$ cat config.mk
export PLATFORM = sky130hd
export DESIGN_NAME = la_capture_ctrl_flat
export DESIGN_NICKNAME = d
export VERILOG_FILES = /design/src/rtl/la_capture_ctrl_if.sv /design/src/rtl/la_capture_ctrl.sv /design/src/flat_wrapper.sv
export SDC_FILE = /design/constraint.sdc
export NUM_CORES = 1
export LEC_CHECK = 0
export CAP_MARGIN = 30
export CORE_ASPECT_RATIO = 1.2
export CORE_MARGIN = 2
export CORE_UTILIZATION = 53
export CTS_CLUSTER_DIAMETER = 150
export DETAILED_ROUTE_END_ITERATION = 7
export PLACE_DENSITY = 0.78
export SETUP_SLACK_MARGIN = 0.05
export SYNTH_ARGS = -nofsm -noshare
export SYNTH_HDL_FRONTEND = slang
export SYNTH_SLANG_ARGS = --single-unit
export TNS_END_PERCENT = 20
$ cat constraint.sdc
create_clock -name clock -period 4 [get_ports clock]
set_input_delay 0.8 -clock clock [delete_from_list [all_inputs] [get_ports clock]]
set_output_delay 0.8 -clock clock [all_outputs]
set_load 0.02 [all_outputs]
$ cat src/rtl/la_capture_ctrl_if.sv
// Register-file side of the logic-analyzer capture sequencer: control, latched config and status.
// Optional trigger timeout signals exist only when LA_TRIG_TIMEOUT_EN is defined.
interface la_capture_ctrl_if #(
  parameter int LA_WIDTH    = 8,
  parameter int COUNT_WIDTH = 23
);
  logic                   start;
  logic                   abort;
  logic [COUNT_WIDTH-1:0] samples_post;
  logic [LA_WIDTH-1:0]    trig_mask;
  logic [LA_WIDTH-1:0]    trig_pattern;
  logic                   trig_edge;
  logic [1:0]             state;
  logic [COUNT_WIDTH-1:0] pre_count;
  logic [COUNT_WIDTH-1:0] post_count;
  logic                   done;
`ifdef LA_TRIG_TIMEOUT_EN
  logic [COUNT_WIDTH-1:0] trig_timeout;
  logic                   timed_out;
`endif

  modport master (
    output start, abort, samples_post, trig_mask, trig_pattern, trig_edge,
`ifdef LA_TRIG_TIMEOUT_EN
    output trig_timeout,
    input  timed_out,
`endif
    input  state, pre_count, post_count, done
  );

  modport slave (
    input  start, abort, samples_post, trig_mask, trig_pattern, trig_edge,
`ifdef LA_TRIG_TIMEOUT_EN
    input  trig_timeout,
    output timed_out,
`endif
    output state, pre_count, post_count, done
  );
endinterface

$ cat src/rtl/la_capture_ctrl.sv
// Logic-analyzer capture sequencer: arms SRAM buffers, matches a masked level/edge trigger,
// counts post-trigger samples, then gates the SRAM clock off. Optional: LA_TRIG_TIMEOUT_EN.
module la_capture_ctrl #(
  parameter int LA_WIDTH    = 8,
  parameter int LA_CHIPS    = 2,
  parameter int COUNT_WIDTH = 23
) (
  input  logic                clock,
  input  logic                reset_n,
  la_capture_ctrl_if.slave    ctrl,
  input  logic [LA_WIDTH-1:0] la_in,
  output logic                sram_clk_en,
  output logic [LA_CHIPS-1:0] sram_cs_n
);

  typedef enum logic [1:0] {
    IDLE  = 2'd0,
    ARMED = 2'd1,
    POST  = 2'd2,
    DONE  = 2'd3
  } state_t;

  state_t                 state_q, state_d;
  logic [COUNT_WIDTH-1:0] pre_q, pre_d, pre_inc;
  logic [COUNT_WIDTH-1:0] post_q, post_d;
  logic [COUNT_WIDTH-1:0] post_l;
  logic [LA_WIDTH-1:0]    mask_l, pat_l, la_prev;
  logic                   edge_l, first_q, done_q, load;
  logic                   match, match_prev, trigger, post_hit;
  logic                   capture_d;
`ifdef LA_TRIG_TIMEOUT_EN
  logic [COUNT_WIDTH-1:0] to_l;
  logic                   timed_q, timed_d;
`endif

  assign match      = ((la_in ^ pat_l) & mask_l) == '0;
  // The first ARMED cycle has no valid history, so it behaves as if the channel already matched.
  assign match_prev = first_q | (((la_prev ^ pat_l) & mask_l) == '0);
  assign trigger    = edge_l ? (match & ~match_prev) : match;
  assign pre_inc    = (&pre_q) ? pre_q : pre_q + COUNT_WIDTH'(1);
  // Compare one bit wider so post_l = all-ones cannot alias with a wrapped target.
  assign post_hit   = ((COUNT_WIDTH+1)'(post_q)) == ((COUNT_WIDTH+1)'(post_l) + (COUNT_WIDTH+1)'(1));

  // NOTE: every variable driven here gets a default first so no path can infer a latch.
  always_comb begin
    state_d = state_q;
    pre_d   = pre_q;
    post_d  = post_q;
    load    = 1'b0;
`ifdef LA_TRIG_TIMEOUT_EN
    timed_d = timed_q;
`endif
    if (ctrl.abort) begin
      state_d = IDLE;
    end else begin
      case (state_q)
        IDLE, DONE: begin
          if (ctrl.start) begin
            state_d = ARMED;
            load    = 1'b1;
            pre_d   = '0;
            post_d  = '0;
`ifdef LA_TRIG_TIMEOUT_EN
            timed_d = 1'b0;
`endif
          end
        end
        ARMED: begin
          pre_d = pre_inc;
          if (trigger) begin
            state_d = POST;
            post_d  = COUNT_WIDTH'(1);
          end
`ifdef LA_TRIG_TIMEOUT_EN
          else if (to_l != '0 && pre_inc == to_l) begin
            state_d = POST;
            post_d  = COUNT_WIDTH'(1);
            timed_d = 1'b1;
          end
`endif
        end
        POST: begin
          if (post_hit) state_d = DONE;
          else if (!(&post_q)) post_d = post_q + COUNT_WIDTH'(1);
        end
        default: state_d = IDLE;
      endcase
    end
  end

  assign capture_d = (state_d == ARMED) || (state_d == POST);

  // NOTE: sequential state uses non-blocking assignments so every register samples pre-edge values.
  always_ff @(posedge clock or negedge reset_n) begin
    if (!reset_n) begin
      state_q     <= IDLE;
      pre_q       <= '0;
      post_q      <= '0;
      post_l      <= '0;
      mask_l      <= '0;
      pat_l       <= '0;
      edge_l      <= 1'b0;
      la_prev     <= '0;
      first_q     <= 1'b0;
      done_q      <= 1'b0;
      sram_clk_en <= 1'b0;
      sram_cs_n   <= '1;
`ifdef LA_TRIG_TIMEOUT_EN
      to_l        <= '0;
      timed_q     <= 1'b0;
`endif
    end else begin
      state_q     <= state_d;
      pre_q       <= pre_d;
      post_q      <= post_d;
      la_prev     <= load ? '0 : la_in;
      first_q     <= load;
      done_q      <= (state_d == DONE);
      sram_clk_en <= capture_d;
      sram_cs_n   <= {LA_CHIPS{~capture_d}};
`ifdef LA_TRIG_TIMEOUT_EN
      timed_q     <= timed_d;
`endif
      if (load) begin
        post_l <= ctrl.samples_post;
        mask_l <= ctrl.trig_mask;
        pat_l  <= ctrl.trig_pattern;
        edge_l <= ctrl.trig_edge;
`ifdef LA_TRIG_TIMEOUT_EN
        to_l   <= ctrl.trig_timeout;
`endif
      end
    end
  end

  assign ctrl.state      = state_q;
  assign ctrl.pre_count  = pre_q;
  assign ctrl.post_count = post_q;
  assign ctrl.done       = done_q;
`ifdef LA_TRIG_TIMEOUT_EN
  assign ctrl.timed_out  = timed_q;
`endif

endmodule

$ cat src/flat_wrapper.sv
// flat-port wrapper written by rule: the top's interface ports become plain ports
module la_capture_ctrl_flat 
#(
  parameter int LA_WIDTH    = 8,
  parameter int LA_CHIPS    = 2,
  parameter int COUNT_WIDTH = 23
)
  (clock, reset_n, la_in, sram_clk_en, sram_cs_n, ctrl_start, ctrl_abort, ctrl_samples_post, ctrl_trig_mask, ctrl_trig_pattern, ctrl_trig_edge, ctrl_state, ctrl_pre_count, ctrl_post_count, ctrl_done);
  la_capture_ctrl_if #(.LA_WIDTH(LA_WIDTH), .COUNT_WIDTH(COUNT_WIDTH)) ctrl_i ();
  input  logic clock;
  input  logic reset_n;
  input  logic [LA_WIDTH-1:0] la_in;
  output logic sram_clk_en;
  output logic [LA_CHIPS-1:0] sram_cs_n;
  input wire logic [$bits(ctrl_i.start)-1:0] ctrl_start;
  input wire logic [$bits(ctrl_i.abort)-1:0] ctrl_abort;
  input wire logic [$bits(ctrl_i.samples_post)-1:0] ctrl_samples_post;
  input wire logic [$bits(ctrl_i.trig_mask)-1:0] ctrl_trig_mask;
  input wire logic [$bits(ctrl_i.trig_pattern)-1:0] ctrl_trig_pattern;
  input wire logic [$bits(ctrl_i.trig_edge)-1:0] ctrl_trig_edge;
  output wire logic [$bits(ctrl_i.state)-1:0] ctrl_state;
  output wire logic [$bits(ctrl_i.pre_count)-1:0] ctrl_pre_count;
  output wire logic [$bits(ctrl_i.post_count)-1:0] ctrl_post_count;
  output wire logic [$bits(ctrl_i.done)-1:0] ctrl_done;
  assign ctrl_i.start = ctrl_start;
  assign ctrl_i.abort = ctrl_abort;
  assign ctrl_i.samples_post = ctrl_samples_post;
  assign ctrl_i.trig_mask = ctrl_trig_mask;
  assign ctrl_i.trig_pattern = ctrl_trig_pattern;
  assign ctrl_i.trig_edge = ctrl_trig_edge;
  assign ctrl_state = ctrl_i.state;
  assign ctrl_pre_count = ctrl_i.pre_count;
  assign ctrl_post_count = ctrl_i.post_count;
  assign ctrl_done = ctrl_i.done;
  la_capture_ctrl #(.LA_WIDTH(LA_WIDTH), .LA_CHIPS(LA_CHIPS), .COUNT_WIDTH(COUNT_WIDTH)) u_core (.clock(clock), .reset_n(reset_n), .ctrl(ctrl_i), .la_in(la_in), .sram_clk_en(sram_clk_en), .sram_cs_n(sram_cs_n));
endmodule
Word-level counts from Yosys, hierarchy flattened --
Index checks and enable logic that the tools add are counted.
Storage, ports and cells: register bits after elaboration 100, latch bits 0, RAM bits 0, memory bits (read-only) 0, input bits 52, output and inout port bits 52, word-level logic and storage cells 63, memories kept 0
Cells by class: $add $sub $neg 3, $mul 0, divide/modulo/power cells 0, order comparisons 0, eq/ne operators 12, shift operators 0, muxes and demuxes 17, bitwise operators 9, reduce and logical (&&, ||, !) cells 10
Operators by type and width (number):
- $mux W23 | 5
- $pmux W23 S3 | 1
- $add A23 B1 Y23 const B | 2
- $pmux W23 S2 | 1
- $reduce_and A23 Y1 | 2
- $add A23 B1 Y24 const B | 1
- $eq A23 B24 Y1 | 1
- $and A8 B8 Y8 | 2
- $logic_not A8 Y1 | 2
- $xor A8 B8 Y8 | 2
- $eq A2 B2 Y1 const B | 4
- $mux W2 | 4
- $mux W8 | 1
- $ne A2 B2 Y1 const B | 4
- $pmux W2 S3 | 1
- $reduce_and A5 Y1 | 1
- $eq A2 B1 Y1 const B | 2
- $mux W1 | 4
- $reduce_and A4 Y1 | 1
- $not A1 Y1 | 3
- $logic_not A2 Y1 | 1
- $ne A2 B1 Y1 const B | 1
- $reduce_bool A2 Y1 | 1
- $reduce_or A2 Y1 | 1
- other kinds (3) | 3

Logic depth before layout (Yosys ltp) --
depth after elaboration 13, depth in mapped cells 12, gate-level depth less buffers 11

Worst setup path after synthesis --
OpenSTA, ideal clock, no wires.
path type reg2reg, start register u_core.post_l[0], end register u_core.sram_clk_en, setup time 0.131 ns, data arrival time 2.934 ns, required time 3.869 ns, path slack 0.935 ns, stages on the path, launching flop included 12, buffers on the path 1, period minus slack after synthesis 3.065 ns, path through dfrtp_1 > ha_1 > buf_2 > nand4_2 > or4_4 > or3_1 > a32oi_1 > mux2i_1 > nor4_1 > o21ai_0 > a221oi_1 > ha_1
Between the ends: word-level cells in the longest chain between the ends 7, elaborated cells on any way between the ends 8, those cells by class add/sub (1); eq/ne (3); mux (3); reduce/logical (1)
Ends and longest elaborated chain:
- start, declared | RTL line la_capture_ctrl.sv:26 | logic [COUNT_WIDTH-1:0] post_l;
- start signal, assigned | RTL line la_capture_ctrl.sv:125 | post_l <= ctrl.samples_post;
- $add A23 B1 Y24 (*) | RTL line la_capture_ctrl.sv:42 | assign post_hit = ((COUNT_WIDTH+1)'(post_q)) == ((COUNT_WIDTH+1)'(post_l) + (COUNT_WIDTH+1)'(1));
- $eq A23 B24 Y1 (*) | RTL line la_capture_ctrl.sv:42
- $mux W2 (*) | RTL line la_capture_ctrl.sv:83 | if (post_hit) state_d = DONE;
- $pmux W2 S3 (*) | RTL line la_capture_ctrl.sv:56 | case (state_q)
- $mux W2 (*) | RTL line la_capture_ctrl.sv:53 | if (ctrl.abort) begin
- net u_core.state_d[0] | RTL line la_capture_ctrl.sv:23 | state_t state_q, state_d;
- $eq A2 B1 Y1 / $eq A2 B2 Y1 (equally long branches) | RTL line la_capture_ctrl.sv:91 | assign capture_d = (state_d == ARMED) || (state_d == POST);
- $logic_or A1 B1 Y1 (*) | RTL line la_capture_ctrl.sv:91
- net u_core.capture_d | RTL line la_capture_ctrl.sv:30 | logic capture_d;
- end signal, assigned | RTL line la_capture_ctrl.sv:119 | sram_clk_en <= capture_d;
- end, declared | RTL line la_capture_ctrl.sv:12 | output logic sram_clk_en,
The timed path passes the listed nets; every way through them passes the cells marked *. A chain may end at the register's enable or synchronous reset.

Worst setup path in the final report --
Same ends and word-level chain as after synthesis.

==> flow_summary.yaml <==
route:
  ant_nets: 0
  vias_per_cell: 5.84
  firstDrtPassIters: 5
  vias: 5149
  postRouteWirelength_mm: 14.3
  drc_errors: 0
  drt_iter0_markers: 300
  wl_per_cell_um: 16.2
place:
  port_buffers: 103
  dp_hpwl_mm: 10.4
  place_congestion: 0.893
  place_ws_ns: 0.538
worst_setup_path:
  required_ns: 4.22
  critPathKind: "reg2reg"
  critPathArrivalTime_ns: 3.70
  worstReg2RegStart: "u_core.post_l[0]"
  crit_path_end_kind: "flop"
  cp_max_fo: 8
  cp-start-kind: "flop"
  startpoint: "u_core.post_l[0]"
floorplanning:
  io_pins: 104
  design.core.area_um2: 10500
  die-area_um2: 11600
  fp.dieW_um: 98.8
  placementRows: 41
  die_h_um: 118
  initial_utilization_pct: 54.4
clock_tree:
  worstSkewPairLatency_ns: 0.34
  clockBufferDepth: 2
  path_clk_slew_ns: 0.07
  cts_made_buffers: 9
  root_buffer: "clkbuf_16"
  cts_resized: 0
  htreeDepth: 3
  hold_buffers: 0
  clock_sinks: 100
  cts_setup_buffers: 0
  cts_tree: "yes"
yosys:
  synth_seq_cells: 100
  synth_edf_count: 0
  async_flop_share_pct: 100
  synth-seq-area-share_pct: 43.8
  synth_cells: 653
  synth.distinct_cells: 59
  syn_avg_cell_area_um2: 8.75
  yosysWarnings: 0
  syn-num-nets: 712
  synthesis.area_um2: 5720
  synth_flop_cell: "dfrtp_1"
global_routing:
  track_usage_pct: 24.7
  gr-total-overflow: 0
  grt_pass1_wl_mm: 23.7
  grt_max_degree: 76
  grt_pass1_vias: 4798
  antenna_found_initial: 0
final_layout:
  drive_above_1_share_pct: 4.79
  layout_commonest_cell: "nand2_1"
  area_growth_pct: 24.8
  multi_input_comb_area_um2: 3020
  diodes: 0
  nets: 806
  seqCellArea_um2: 2500
  nFillCells: 852
  final_util_pct: 67.8
  layout_common_cells: "165 x nand2_1, 102 x clkdlybuf4s50_1, 99 x dfrtp_1, 52 x o21ai_0, 30 x xor2_1"
hold_path:
  min_path_type: "in2async"
status:
  status: "completed"
timing:
  setup-tns-final_ns: 0
  period_share_pct: 86.9
  layout_min_cycle_time_ns: 3.47
  hold_viol_final: 0
  grt_setup_unrepaired: "false"
  slew_headroom_pct: 55.0
  slew_violations: 0
  fin_skew_ns: 0.00737
  setup_viol: 0
  max_freq_mhz: 288
  tightest_slew_ns: 0.665
  setup_slack_ns: 0.526
job:
  drv_cap: 0
pwr:
  vdd_ir_drop_max_v: 0.000346
  p_per_area_nw_per_um2: 520
  leakage_nw: 3.09
==> worst paths after layout <==
path / end / slack, ns / depth (start not counted)
worst max-delay path: u_core.sram_clk_en / 0.53 / 10
worst min-delay path: u_core.ctrl.pre_count[14] / 0.27 / 1
worst max register to register: u_core.sram_clk_en / 0.53 / 10
worst min register to register: u_core.mask_l[2] / 0.52 / 2
max in group asynchronous: u_core.sram_cs_n[0] / 2.88 / 3
min in group clock: u_core.mask_l[2] / 0.52 / 2
==> registers in the layout (all words and copies together) (netlist names) <==
| signal | cells |
|---|---|
| u_core.first_q | 1 |
| u_core.sram_cs_n | 1 |
| u_core.mask_l | 8 |
| u_core.la_prev | 8 |
| u_core.sram_clk_en | 1 |
| u_core.pat_l | 8 |
| u_core.ctrl.state | 2 |
| u_core.post_l | 23 |
| u_core.edge_l | 1 |
| u_core.ctrl.post_count | 23 |
| u_core.ctrl.pre_count | 23 |
| u_core.ctrl.done | 1 |
==> cell type report <==
class	count	area share, %
Clock buffer	9	3.16
Multi-Input combinational cell	511	42.3
Tap cell	129	2.26
Sequential cell	100	35.1
Inverter	12	0.631
Clock inverter	7	0.824
Timing Repair Buffer	113	15.7
==> where the power goes <==
group          switching [mW]  internal, mW  leakage, nW  total (mW)
clock                   0.406         0.431        0.133       0.837
sequential              0.341          1.26         1.31        1.60
combinational           0.718         0.556         1.64        1.27
total                    1.47          2.25         3.09        3.71
==> worst max-delay path, stage by stage (launching register included) <==
cell      delay, ns
dfrtp_1        0.43
ha_1           0.37
nand4_2        0.22
or4_4          0.55
or3_1          0.32
a32oi_1        0.20
mux2i_1        0.17
nor4_1         0.32
o21ai_0        0.12
a221oi_1       0.35
ha_1           0.31
==> cells by family after synthesis <==
| group | count (synthesis) | synth area share [%] |
|---|---|---|
| AOI/OAI and AO/OA | 133 | 15.9 |
| xor gates and xnor gates | 50 | 7.66 |
| adders and majority gates | 7 | 1.53 |
| buffers and inverters | 42 | 3.44 |
| DFF | 100 | 43.8 |
| muxes | 5 | 0.897 |
| and+or+nand+nor | 316 | 26.8 |
==> per-stage QoR <==
step	power [mW]	cell area [µm²]	instances	hold WS, ns
floorplan	2.48	5720	653	0.446
global placement	2.84	6820	864	0.486
detailed placement	2.88	6820	864	0.498
CTS	3.72	7110	880	0.519
global route	3.97	7130	881	0.258
finish	3.71	7130	881	0.267
==> Yosys cell counts, drive strengths merged, types with 3 or more instances <==
| master | n | share of area [%] |
|---|---|---|
| and2 | 12 | 1.3 |
| nor2b | 4 | 0.44 |
| mux2i | 4 | 0.70 |
| a21oi | 9 | 0.79 |
| nor3 | 15 | 1.3 |
| nor4 | 8 | 0.88 |
| ha | 7 | 1.5 |
| nand3b | 3 | 0.39 |
| and4 | 3 | 0.46 |
| nor4b | 3 | 0.46 |
| a22o | 17 | 2.6 |
| or4 | 5 | 0.72 |
| nor2 | 22 | 1.4 |
| o21ai | 56 | 4.9 |
| clkbuf | 20 | 1.3 |
| and3 | 12 | 1.3 |
| o31ai | 16 | 2.1 |
| nand3 | 28 | 2.7 |
| or3 | 8 | 0.88 |
| a221oi | 3 | 0.46 |
| nand4 | 14 | 2.0 |
| xnor2 | 20 | 3.1 |
| inv | 11 | 0.72 |
| nand2b | 10 | 1.1 |
| nand2 | 165 | 11 |
| xor2 | 30 | 4.6 |
| a21o | 6 | 0.79 |
| a22oi | 6 | 0.79 |
| o41ai | 3 | 0.79 |
| dfrtp | 99 | 43 |
| buf | 10 | 1.3 |
==> layer usage <==
metal,global-route usage (%),wire (µm),vias up
met2,40.0,7130,147
met1,34.9,6330,2485
met3,3.98,630,14
met5,0,0,-
li1,-,-,2503
met4,5.82,172,0
Note: power is estimated with default switching activity, not from simulation.
